`src/rtl/gsx_led_deserializer_pkg.sv`:
```
// Shared constants for the GSX LED deserializer: frame geometry, LED byte
// positions within a frame, FSM state codes and a saturating-increment helper.
package gsx_led_deserializer_pkg;

   localparam int FRAME_BITS = 48;

   // Byte positions inside a frame (first bit shifted in lands in bit 47)
   localparam int POST_MSB = 47;
   localparam int POST_LSB = 40;
   localparam int C11_MSB  = 39;
   localparam int C11_LSB  = 32;
   localparam int C12_MSB  = 31;
   localparam int C12_LSB  = 24;
   localparam int C21_MSB  = 23;
   localparam int C21_LSB  = 16;
   localparam int C22_MSB  = 15;
   localparam int C22_LSB  = 8;
   localparam int FAN_MSB  = 7;
   localparam int FAN_LSB  = 0;

   localparam logic [1:0] ST_RESYNC = 2'd0;
   localparam logic [1:0] ST_SHIFT  = 2'd1;
   localparam logic [1:0] ST_LOST   = 2'd2;

   function automatic logic [7:0] satInc8(input logic [7:0] v);
      return (v == 8'hFF) ? v : v + 8'd1;
   endfunction

endpackage

```
`src/rtl/gsx_led_deserializer_if.sv`:
```
// Serial GPIO expander link (BMC side drives SCLK/SLOAD/SDATA) plus the
// decoded LED/status outputs presented by the deserializer.
interface gsx_led_deserializer_if;

   logic       iSClock;
   logic       iSLoad;
   logic       iSData;
   logic [7:0] oPostCodeLed;
   logic [7:0] oDimmFltLed_CPU1_1;
   logic [7:0] oDimmFltLed_CPU1_2;
   logic [7:0] oDimmFltLed_CPU2_1;
   logic [7:0] oDimmFltLed_CPU2_2;
   logic [7:0] oFanFltLed;
   logic       oGsxValid;
   logic       oLinkLost;
   logic [7:0] oFrameErrCnt;

   modport master (
      output iSClock, iSLoad, iSData,
      input  oPostCodeLed, oDimmFltLed_CPU1_1, oDimmFltLed_CPU1_2,
             oDimmFltLed_CPU2_1, oDimmFltLed_CPU2_2, oFanFltLed,
             oGsxValid, oLinkLost, oFrameErrCnt
   );

   modport slave (
      input  iSClock, iSLoad, iSData,
      output oPostCodeLed, oDimmFltLed_CPU1_1, oDimmFltLed_CPU1_2,
             oDimmFltLed_CPU2_1, oDimmFltLed_CPU2_2, oFanFltLed,
             oGsxValid, oLinkLost, oFrameErrCnt
   );

endinterface

```
`src/rtl/gsx_led_deserializer_in_sync.sv`:
```
// Two-flop synchroniser for the three asynchronous GSX pins, plus a one-cycle
// pulse on each synchronised SCLK rising edge. SLOAD/SDATA share the same
// pipeline depth so they stay aligned with the edge pulse.
module gsx_in_sync (
   input  logic iClk,
   input  logic iRst_n,
   input  logic iSClock,
   input  logic iSLoad,
   input  logic iSData,
   output logic oSLoad,
   output logic oSData,
   output logic oSClkRise
);

   logic [2:0] meta;
   logic [2:0] sync;
   logic       sClkPrev;

   // Synchronise {SData, SLoad, SClock} and remember the previous SCLK level
   always_ff @(posedge iClk or negedge iRst_n) begin
      if (!iRst_n) begin
         meta     <= '0;
         sync     <= '0;
         sClkPrev <= 1'b0;
      end else begin
         meta     <= {iSData, iSLoad, iSClock};
         sync     <= meta;
         sClkPrev <= sync[0];
      end
   end

   assign oSClkRise = sync[0] & ~sClkPrev;
   assign oSLoad    = sync[1];
   assign oSData    = sync[2];

endmodule

```
`src/rtl/gsx_led_deserializer.sv`:
```
// Deserializes 48-bit BMC GSX frames into LED bytes, with an N-identical-frame
// glitch filter, malformed-frame counting and an SCLK link-loss timeout.
module gsx_led_deserializer
   import gsx_led_deserializer_pkg::*;
#(
   parameter int MATCH_FRAMES  = 2,
   parameter int TIMEOUT_CYC   = 200000,
   parameter int CLEAR_ON_LOST = 1
) (
   input  logic                   iClk,
   input  logic                   iRst_n,
   gsx_led_deserializer_if.slave  gsx
);

   localparam int MW = $clog2(MATCH_FRAMES + 1);

   logic                  sLoad, sData, sEdge;
   logic [1:0]            state;
   logic [5:0]            bitCnt;
   logic [FRAME_BITS-2:0] shiftReg;
   logic [FRAME_BITS-1:0] cand, frameNext;
   logic [MW-1:0]         matchCnt, matchNext;
   logic [17:0]           tmoCnt;
   logic [7:0]            errCnt;
   logic [7:0]            postLed, c11Led, c12Led, c21Led, c22Led, fanLed;
   logic                  gsxValid, linkLost;
   logic                  lastBit, frameOk, frameErr, tmoHit;

   gsx_in_sync uSync (
      .iClk      (iClk),
      .iRst_n    (iRst_n),
      .iSClock   (gsx.iSClock),
      .iSLoad    (gsx.iSLoad),
      .iSData    (gsx.iSData),
      .oSLoad    (sLoad),
      .oSData    (sData),
      .oSClkRise (sEdge)
   );

   assign frameNext = {shiftReg, sData};
   assign lastBit   = (bitCnt == 6'(FRAME_BITS - 1));
   assign frameOk   = sEdge && (state == ST_SHIFT) && sLoad && lastBit;
   assign frameErr  = sEdge && (state == ST_SHIFT) && (sLoad ? !lastBit : lastBit);
   // An SCLK edge in the expiry cycle wins, so expiry is gated by !sEdge
   assign tmoHit    = !sEdge && (state != ST_LOST) && (tmoCnt == 18'(TIMEOUT_CYC - 1));

   // Match-filter count for the frame completing this cycle
   always_comb begin
      matchNext = MW'(1);
      if (frameNext == cand)
         matchNext = (matchCnt == MW'(MATCH_FRAMES)) ? matchCnt : matchCnt + MW'(1);
   end

   // Frame FSM: bit counting, shifting and SLOAD alignment
   always_ff @(posedge iClk or negedge iRst_n) begin
      if (!iRst_n) begin
         state    <= ST_RESYNC;
         bitCnt   <= '0;
         shiftReg <= '0;
      end else if (tmoHit) begin
         state <= ST_LOST;
      end else if (sEdge) begin
         case (state)
            ST_SHIFT: begin
               shiftReg <= frameNext[FRAME_BITS-2:0];
               if (sLoad) begin
                  bitCnt <= '0;
               end else if (lastBit) begin
                  bitCnt <= '0;
                  state  <= ST_RESYNC;
               end else begin
                  bitCnt <= bitCnt + 6'd1;
               end
            end
            ST_RESYNC, ST_LOST: begin
               if (sLoad) begin
                  state  <= ST_SHIFT;
                  bitCnt <= '0;
               end
            end
            default: state <= ST_RESYNC;
         endcase
      end
   end

   // Glitch filter, LED output registers and link status
   always_ff @(posedge iClk or negedge iRst_n) begin
      if (!iRst_n) begin
         cand     <= '0;
         matchCnt <= '0;
         postLed  <= '0;
         c11Led   <= '0;
         c12Led   <= '0;
         c21Led   <= '0;
         c22Led   <= '0;
         fanLed   <= '0;
         gsxValid <= 1'b0;
         linkLost <= 1'b0;
      end else if (tmoHit) begin
         matchCnt <= '0;
         gsxValid <= 1'b0;
         linkLost <= 1'b1;
         if (CLEAR_ON_LOST != 0) begin
            c11Led <= '0;
            c12Led <= '0;
            c21Led <= '0;
            c22Led <= '0;
            fanLed <= '0;
         end
      end else if (sEdge) begin
         linkLost <= 1'b0;
         if (frameErr) begin
            matchCnt <= '0;
         end else if (frameOk) begin
            cand     <= frameNext;
            matchCnt <= matchNext;
            if (matchNext == MW'(MATCH_FRAMES)) begin
               postLed  <= frameNext[POST_MSB:POST_LSB];
               c11Led   <= frameNext[C11_MSB:C11_LSB];
               c12Led   <= frameNext[C12_MSB:C12_LSB];
               c21Led   <= frameNext[C21_MSB:C21_LSB];
               c22Led   <= frameNext[C22_MSB:C22_LSB];
               fanLed   <= frameNext[FAN_MSB:FAN_LSB];
               gsxValid <= 1'b1;
            end
         end
      end
   end

   // SCLK inactivity timer; holds at expiry while the link is lost
   always_ff @(posedge iClk or negedge iRst_n) begin
      if (!iRst_n)
         tmoCnt <= '0;
      else if (sEdge)
         tmoCnt <= '0;
      else if ((state != ST_LOST) && !tmoHit)
         tmoCnt <= tmoCnt + 18'd1;
   end

   // Saturating malformed-frame counter, cleared only by reset
   always_ff @(posedge iClk or negedge iRst_n) begin
      if (!iRst_n)
         errCnt <= '0;
      else if (frameErr)
         errCnt <= satInc8(errCnt);
   end

   assign gsx.oPostCodeLed       = postLed;
   assign gsx.oDimmFltLed_CPU1_1 = c11Led;
   assign gsx.oDimmFltLed_CPU1_2 = c12Led;
   assign gsx.oDimmFltLed_CPU2_1 = c21Led;
   assign gsx.oDimmFltLed_CPU2_2 = c22Led;
   assign gsx.oFanFltLed         = fanLed;
   assign gsx.oGsxValid          = gsxValid;
   assign gsx.oLinkLost          = linkLost;
   assign gsx.oFrameErrCnt       = errCnt;

endmodule

```
`src/flat_wrapper.sv`:
```
// flat-port wrapper written by rule: the top's interface ports become plain ports
module gsx_led_deserializer_flat import gsx_led_deserializer_pkg::*;
#(
   parameter int MATCH_FRAMES  = 2,
   parameter int TIMEOUT_CYC   = 200000,
   parameter int CLEAR_ON_LOST = 1
)
  (iClk, iRst_n, gsx_iSClock, gsx_iSLoad, gsx_iSData, gsx_oPostCodeLed, gsx_oDimmFltLed_CPU1_1, gsx_oDimmFltLed_CPU1_2, gsx_oDimmFltLed_CPU2_1, gsx_oDimmFltLed_CPU2_2, gsx_oFanFltLed, gsx_oGsxValid, gsx_oLinkLost, gsx_oFrameErrCnt);
  gsx_led_deserializer_if gsx_i ();
  input  logic iClk;
  input  logic iRst_n;
  input wire logic [$bits(gsx_i.iSClock)-1:0] gsx_iSClock;
  input wire logic [$bits(gsx_i.iSLoad)-1:0] gsx_iSLoad;
  input wire logic [$bits(gsx_i.iSData)-1:0] gsx_iSData;
  output wire logic [$bits(gsx_i.oPostCodeLed)-1:0] gsx_oPostCodeLed;
  output wire logic [$bits(gsx_i.oDimmFltLed_CPU1_1)-1:0] gsx_oDimmFltLed_CPU1_1;
  output wire logic [$bits(gsx_i.oDimmFltLed_CPU1_2)-1:0] gsx_oDimmFltLed_CPU1_2;
  output wire logic [$bits(gsx_i.oDimmFltLed_CPU2_1)-1:0] gsx_oDimmFltLed_CPU2_1;
  output wire logic [$bits(gsx_i.oDimmFltLed_CPU2_2)-1:0] gsx_oDimmFltLed_CPU2_2;
  output wire logic [$bits(gsx_i.oFanFltLed)-1:0] gsx_oFanFltLed;
  output wire logic [$bits(gsx_i.oGsxValid)-1:0] gsx_oGsxValid;
  output wire logic [$bits(gsx_i.oLinkLost)-1:0] gsx_oLinkLost;
  output wire logic [$bits(gsx_i.oFrameErrCnt)-1:0] gsx_oFrameErrCnt;
  assign gsx_i.iSClock = gsx_iSClock;
  assign gsx_i.iSLoad = gsx_iSLoad;
  assign gsx_i.iSData = gsx_iSData;
  assign gsx_oPostCodeLed = gsx_i.oPostCodeLed;
  assign gsx_oDimmFltLed_CPU1_1 = gsx_i.oDimmFltLed_CPU1_1;
  assign gsx_oDimmFltLed_CPU1_2 = gsx_i.oDimmFltLed_CPU1_2;
  assign gsx_oDimmFltLed_CPU2_1 = gsx_i.oDimmFltLed_CPU2_1;
  assign gsx_oDimmFltLed_CPU2_2 = gsx_i.oDimmFltLed_CPU2_2;
  assign gsx_oFanFltLed = gsx_i.oFanFltLed;
  assign gsx_oGsxValid = gsx_i.oGsxValid;
  assign gsx_oLinkLost = gsx_i.oLinkLost;
  assign gsx_oFrameErrCnt = gsx_i.oFrameErrCnt;
  gsx_led_deserializer #(.MATCH_FRAMES(MATCH_FRAMES), .TIMEOUT_CYC(TIMEOUT_CYC), .CLEAR_ON_LOST(CLEAR_ON_LOST)) u_core (.iClk(iClk), .iRst_n(iRst_n), .gsx(gsx_i));
endmodule
```
`config.mk`:
```
export PLATFORM = sky130hd
export DESIGN_NAME = gsx_led_deserializer_flat
export DESIGN_NICKNAME = d
export VERILOG_FILES = /design/src/rtl/gsx_led_deserializer_pkg.sv /design/src/rtl/gsx_led_deserializer_if.sv /design/src/rtl/gsx_led_deserializer_in_sync.sv /design/src/rtl/gsx_led_deserializer.sv /design/src/flat_wrapper.sv
export SDC_FILE = /design/constraint.sdc
export NUM_CORES = 1
export LEC_CHECK = 0
export ABC_AREA = 0
export CORE_MARGIN = 5
export CORE_UTILIZATION = 58
export DETAILED_ROUTE_END_ITERATION = 7
export PLACE_DENSITY = 0.79
export SLEW_MARGIN = 10
export SYNTH_ARGS = -nofsm -noshare
export SYNTH_HDL_FRONTEND = slang
export SYNTH_SLANG_ARGS = --single-unit
```
`constraint.sdc`:
```
create_clock -name iClk -period 2.3 [get_ports iClk]
set_clock_uncertainty 0.1 [all_clocks]
set_input_delay 0.23 -clock iClk [delete_from_list [all_inputs] [get_ports iClk]]
set_output_delay 0.23 -clock iClk [all_outputs]
set_load 0.01 [all_outputs]
```
Word-level counts from Yosys, hierarchy flattened:

Cells that the tools add are included.

* input bits: 5
* register bits: 188

* bitwise gates (word level): 5
* eq/ne operators: 14
* muxes and demuxes: 51
* reductions and logical operators: 26
* add/sub/neg operators: 4

Operators with widths (number)
* $mux W8: 25
* $eq A48 B48 Y1: 1
* $mux W18: 2
* $mux W2: 11
* $add A18 B1 Y18 const B: 1
* $eq A18 B18 Y1 const B: 1
* $mux W6: 3
* $reduce_and A4 Y1: 4
* $pmux W6 S2: 1
* $reduce_bool A2 Y1: 5
* $add A8 B1 Y8 const B: 1
* $eq A8 B8 Y1 const B: 1
* $mux W1: 8
* $logic_and A1 B1 Y1: 7
* $add A6 B1 Y6 const B: 1
* $eq A2 B2 Y1 const B: 3
* $eq A6 B6 Y1 const B: 1
* $ne A2 B2 Y1 const B: 3
* $ne A3 B2 Y1 const B: 2
* $reduce_and A5 Y1: 1
* $not A1 Y1: 4
* $pmux W2 S2: 1
* $reduce_and A2 Y1: 2
* $logic_not A1 Y1: 3
* other kinds (8): 8

Depth between registers and ports, before layout:

* depth in word-level cells: 9
* gate-level depth with buffers: 8

By module:

A second synthesis with hierarchy kept.

* cell total of the unflattened synthesis: 785
* area total of the unflattened synthesis: 8426.8 µm²

By module, submodules not included
* gsx_led_deserializer: times used 1, cells an instance 777, area each 8237.9 µm²
* gsx_in_sync: times used 1, cells an instance 8, area each 188.9 µm²

Worst setup path after synthesis:

No wires, ideal clock.

* kind: register to register
* from: register u_core.tmoCnt[13]
* to: register u_core.c11Led[0], in the netlist u_core.gsx.oDimmFltLed_CPU1_1[0]
* data required time: 2054 ps
* arrival time: 1791 ps
* cell stages (with the launch flop): 8
* slack: 263 ps
* cell sequence: dfrtp_1 > or4b_4 > nor4_4 > buf_4 > nand2_4 > buf_6 > nand2_1 > mux2i_1

* longest elaborated chain between the ends: 4
* elaborated cells between the ends (all ways): 8

RTL lines
* from (decl): line gsx_led_deserializer.sv:23 `logic [17:0] tmoCnt;`
* from (signal assigned): line gsx_led_deserializer.sv:137 `tmoCnt <= tmoCnt + 18'd1;`
* $eq A18 B18 Y1 (*): line gsx_led_deserializer.sv:45 `assign tmoHit = !sEdge && (state != ST_LOST) && (tmoCnt == 18'(TIMEOUT_CYC - 1));`
* $logic_and A1 B1 Y1 (*): line gsx_led_deserializer.sv:45
* $ne A2 B2 Y1 (no line) or $reduce_bool A2 Y1 (tied branches)
* $reduce_and A4 Y1 (no line)
* to (signal assigned): line gsx_led_deserializer.sv:119 `c11Led <= frameNext[C11_MSB:C11_LSB];`
* to (decl): line gsx_led_deserializer.sv:25 `logic [7:0] postLed, c11Led, c12Led, c21Led, c22Led, fanLed;`

Mark *: on every way between the ends. The rest lies on a longest branch, timed or not.
A chain may end at the register's enable or synchronous reset.

Worst setup path in the final report:

* from: register u_core.bitCnt[0]
* to: register u_core.c22Led[4], in the netlist u_core.gsx.oDimmFltLed_CPU2_2[4]

* longest elaborated chain between the ends: 6
* elaborated cells between the ends (all ways): 8

RTL lines
* from (decl): line gsx_led_deserializer.sv:19 `logic [5:0] bitCnt;`
* from (signal assigned): line gsx_led_deserializer.sv:72 `bitCnt <= bitCnt + 6'd1;`
* $eq A6 B6 Y1 (*): line gsx_led_deserializer.sv:41 `assign lastBit = (bitCnt == 6'(FRAME_BITS - 1));`
* $logic_not A1 Y1: line gsx_led_deserializer.sv:43 `assign frameErr = sEdge && (state == ST_SHIFT) && (sLoad ? !lastBit : lastBit);`
* $mux W1: line gsx_led_deserializer.sv:43
* $logic_and A1 B1 Y1: line gsx_led_deserializer.sv:43
* $ne A2 B2 Y1 (no line)
* $reduce_and A4 Y1 (no line) (*)
* to (signal assigned): line gsx_led_deserializer.sv:122 `c22Led <= frameNext[C22_MSB:C22_LSB];`
* to (decl): line gsx_led_deserializer.sv:25

Marks and branches as above.

==> results.ini <==
[floorplan]
dieArea_sq_mm = 0.01662
core_sq_mm = 0.01388
rows = 43
start_util = 0.5909
fp.dieW_microns = 128.9
die_h_microns = 128.9
ios = 63

[synth]
synth_seq_cells = 188
postSynthAreaPerCell_sq_um = 11.72
netlist_area_sq_mm = 0.008202
synthCells = 700
syn_nets = 709
ys_warn_count = 0
seq_area_frac_synth = 0.5736
synth_cell_types = 46

[worst_setup_path]
r2r_setup_slack_ps = -70
slowest_stage = dfrtp_1
crit_top_cell = nand4_1
crit_chain = ha_1, and4b_1, nand4_1, nor3_1, nand4_1, buf_6, buf_8, mux2i_1
required_ps = 2530
critPathTopFamily = simple AND/OR/NAND/NOR gates
timing.rr.start = u_core.bitCnt[0]$_DFFE_PN0P_
startpoint_type = flip-flop
setup.worst_path.end_class = flip-flop
path_max_fanout = 33
reg2reg_to = u_core.gsx.oDimmFltLed_CPU2_2[4]$_DFFE_PN0P_
reg2reg_depth = 8
path_buf_inv = 2
worstSetupPathType = flip-flop to flip-flop
max_stage_delay_ps = 380
crit_arrival_ps = 2600

[status]
status = finished with violations
violations = setup timing

[clock_tree]
h-tree-depth = 4
root_buffer = clkbuf_16
cts_tree = yes
numCtsBuffers = 17
clkTransAtPathRegs_ps = 70
clk_path_buf_depth = 2
clock_latency_ps = 430
cts.sinks = 188

[placement]
dpl_cell_area_sq_mm = 0.009089
pre_cts_ws_ps = -68.95
io_buffers = 62
detailedPlacementHpwl_mm = 11.61
gp_congestion = 0.8227

[sta]
finalCriticalPeriod_ps = 2366
fmax_ghz = 0.4227
setup_ws_ps = -65.93
worst_pin_slew_ps = 662.1
slew_viol_final = 0
holdWs_ps = 137.9
fin_crit_sh = 1.029
rsz0062_at_grt = true
hold_viol_final = 0
setup_viol = 40
slew-limit-headroom = 0.5557

[detailed_routing]
route.vias.total = 5446
drc = 0
drtPass1Iterations = 5
totalWireLength_mm = 17.25
viasPerCell = 5.609
drt_iter0_markers = 392
wire_per_inst_microns = 17.77
drtAntennaViolNets = 0

[power_and_ir_drop]
power_uw = 7900
power_density_mw_per_mm2 = 796.8
power.leakage_uw = 0.004724
ir_drop_mv = 0.6966

[hold_path]
min_from = gsx_iSLoad
min_path_type = input port to flip-flop
min_path_cells = 1
holdPathEnd = u_core.uSync.meta[1]$_DFF_PN0_

[global_route]
grt_pass1_vias = 5541
overflow = 0
grt_use_total = 0.2181
antenna_found_initial = 0
grt_pass1_wl_mm = 28.45
grt_max_degree = 55

[final_layout]
utilization = 0.7143
layout-drive-gt1-share = 0.1719
finalNetCount = 787
n_antenna_cell = 0
final_cell_area_sq_mm = 0.009915
area_delta_synth_final_pct = 20.88

[job]
maxCapViolations = 0

[per-stage QoR]
| stage | cells | setup TNS (ps) |
|---|---|---|
| finish | 971 | -1015 |
| global route | 971 | -3057 |
| CTS | 967 | 0 |
| detailed placement | 934 | -1609 |
| global placement | 934 | 0 |
| floorplan | 700 | 0 |
[synthesized netlist by cell type, drive strengths merged]
master / instances / area share
a2111oi: 2 / 0.0021
a211oi: 4 / 0.0037
a21boi: 1 / 0.00092
a21o: 1 / 0.00092
a21oi: 4 / 0.0024
a31oi: 2 / 0.0015
a32o: 1 / 0.0012
and2: 4 / 0.0031
and3: 3 / 0.0023
and4b: 2 / 0.0024
and4bb: 1 / 0.0015
buf: 14 / 0.012
clkbuf: 15 / 0.0069
dfrtp: 188 / 0.57
ha: 4 / 0.0061
inv: 46 / 0.021
mux2: 66 / 0.091
mux2i: 42 / 0.051
nand2: 93 / 0.043
nand2b: 3 / 0.0023
nand3: 10 / 0.0061
nand3b: 1 / 0.00092
nand4: 23 / 0.018
nand4b: 2 / 0.0021
nor2: 27 / 0.012
nor2b: 5 / 0.0038
nor3: 4 / 0.0031
nor3b: 1 / 0.00092
nor4: 5 / 0.0098
o211a: 1 / 0.0012
o21ai: 45 / 0.027
or2: 1 / 0.00076
or3: 2 / 0.0015
or3b: 1 / 0.0011
or4b: 2 / 0.0029
xnor2: 62 / 0.066
xor2: 12 / 0.013
[worst max path at each step]
stage	start	end	slack, ps	cells after the start
floorplan	u_core.tmoCnt[13]$_DFFE_PN0P_	u_core.gsx.oDimmFltLed_CPU1_1[0]$_DFFE_PN0P_	260	7
global placement	u_core.shiftReg[31]$_DFFE_PN0P_	u_core.gsx.oDimmFltLed_CPU2_2[3]$_DFFE_PN0P_	70	6
detailed placement	u_core.shiftReg[24]$_DFFE_PN0P_	u_core.gsx.oDimmFltLed_CPU1_2[3]$_DFFE_PN0P_	-70	6
CTS	u_core.shiftReg[31]$_DFFE_PN0P_	u_core.gsx.oPostCodeLed[5]$_DFFE_PN0P_	10	6
global route	u_core.bitCnt[0]$_DFFE_PN0P_	u_core.gsx.oPostCodeLed[4]$_DFFE_PN0P_	-110	8
finish	u_core.bitCnt[0]$_DFFE_PN0P_	u_core.gsx.oDimmFltLed_CPU2_2[4]$_DFFE_PN0P_	-70	8
[report_power, final]
group          internal [uW]  switching [uW]
clock                   2110            1260
sequential              3480             216
combinational            359             473
[worst register-to-register path, delay by kind of cell (launching register included)]
kind          cells  cell delay [ps]
mux               1              270
simple gates      4              970
flops             1              380
buf+inv           2              350
fa+ha+maj         1              200
[cell usage in the layout, fill, tap and decap left out, drive strengths merged, types with 2 or more instances in the layout]
| cell | netlist | layout |
|---|---|---|
| bufinv | 0 | 6 |
| clkinv | 0 | 2 |
| dfrtp | 188 | 188 |
| mux2i | 42 | 42 |
| inv | 46 | 49 |
| nor3 | 4 | 4 |
| a211oi | 4 | 4 |
| nand3 | 10 | 10 |
| and4b | 2 | 2 |
| clkbuf | 15 | 19 |
| mux2 | 66 | 66 |
| nor2 | 27 | 27 |
| nand4 | 23 | 23 |
| nor4 | 5 | 5 |
| or3 | 2 | 2 |
| and3 | 3 | 3 |
| o21ai | 45 | 45 |
| a21oi | 4 | 4 |
| nor2b | 5 | 5 |
| ha | 4 | 4 |
| clkinvlp | 0 | 2 |
| a31oi | 2 | 2 |
| buf | 14 | 26 |
| xor2 | 12 | 12 |
| a2111oi | 2 | 2 |
| nand4b | 2 | 2 |
| xnor2 | 62 | 62 |
| clkdlybuf4s50 | 0 | 61 |
| or4b | 2 | 2 |
| nand2 | 93 | 93 |
| and2 | 4 | 4 |
| nand2b | 3 | 3 |
[layer usage]
layer	vias to the layer above	routed length, microns	track usage
li1	2498	-	-
met5	-	0	0
met3	32	615	0.04276
met2	126	8547	0.3540
met4	0	368	0.07721
met1	2790	7719	0.2957
[repair_timing]
| action | 4_1_cts | 5_1_grt |
|---|---|---|
| setup endpoints to repair | 48 | 53 |
| hold buffers | 1 | 0 |
| hold endpoints to repair | 50 | 0 |
| setup buffers | 0 | 3 |
| pin swaps | 0 | 7 |
| gates resized for setup | 6 | 14 |
| cloned | 0 | 1 |
[cell type report]
type | instances | area, sq um
flip-flops and latches | 188 | 4706
fillers | 906 | 3966
multi-input cells | 437 | 3243
repair buffers | 88 | 879.6
clock buffers | 19 | 452.9
clock inverters | 13 | 235.2
well taps | 180 | 225.2
inverters | 46 | 172.7
[registers in the layout (all words and copies together), names as in the netlist]
signal	count
u_core.matchCnt	2
u_core.uSync.sync	3
u_core.gsx.oPostCodeLed	8
u_core.uSync.sClkPrev	1
u_core.gsx.oFrameErrCnt	8
u_core.bitCnt	6
u_core.uSync.meta	3
u_core.shiftReg	47
u_core.state	2
u_core.gsx.oDimmFltLed_CPU2_1	8
u_core.gsx.oFanFltLed	8
u_core.gsx.oDimmFltLed_CPU2_2	8
u_core.gsx.oDimmFltLed_CPU1_1	8
u_core.gsx.oLinkLost	1
u_core.tmoCnt	18
u_core.gsx.oGsxValid	1
u_core.cand	48
u_core.gsx.oDimmFltLed_CPU1_2	8
[cells by family (layout without fill, tap and decap cells)]
| logic type | Yosys count | in the layout | share of synthesized area |
|---|---|---|---|
| AOI/OAI and AO/OA | 61 | 61 | 0.04150 |
| xor gates and xnor gates | 74 | 74 | 0.07902 |
| adders and majority gates | 4 | 4 | 0.006102 |
| buffers and inverters | 75 | 166 | 0.03997 |
| DFF | 188 | 188 | 0.5736 |
| muxes | 108 | 108 | 0.1419 |
| and+or+nand+nor | 190 | 190 | 0.1179 |
Power figures use the tool's default switching activity.
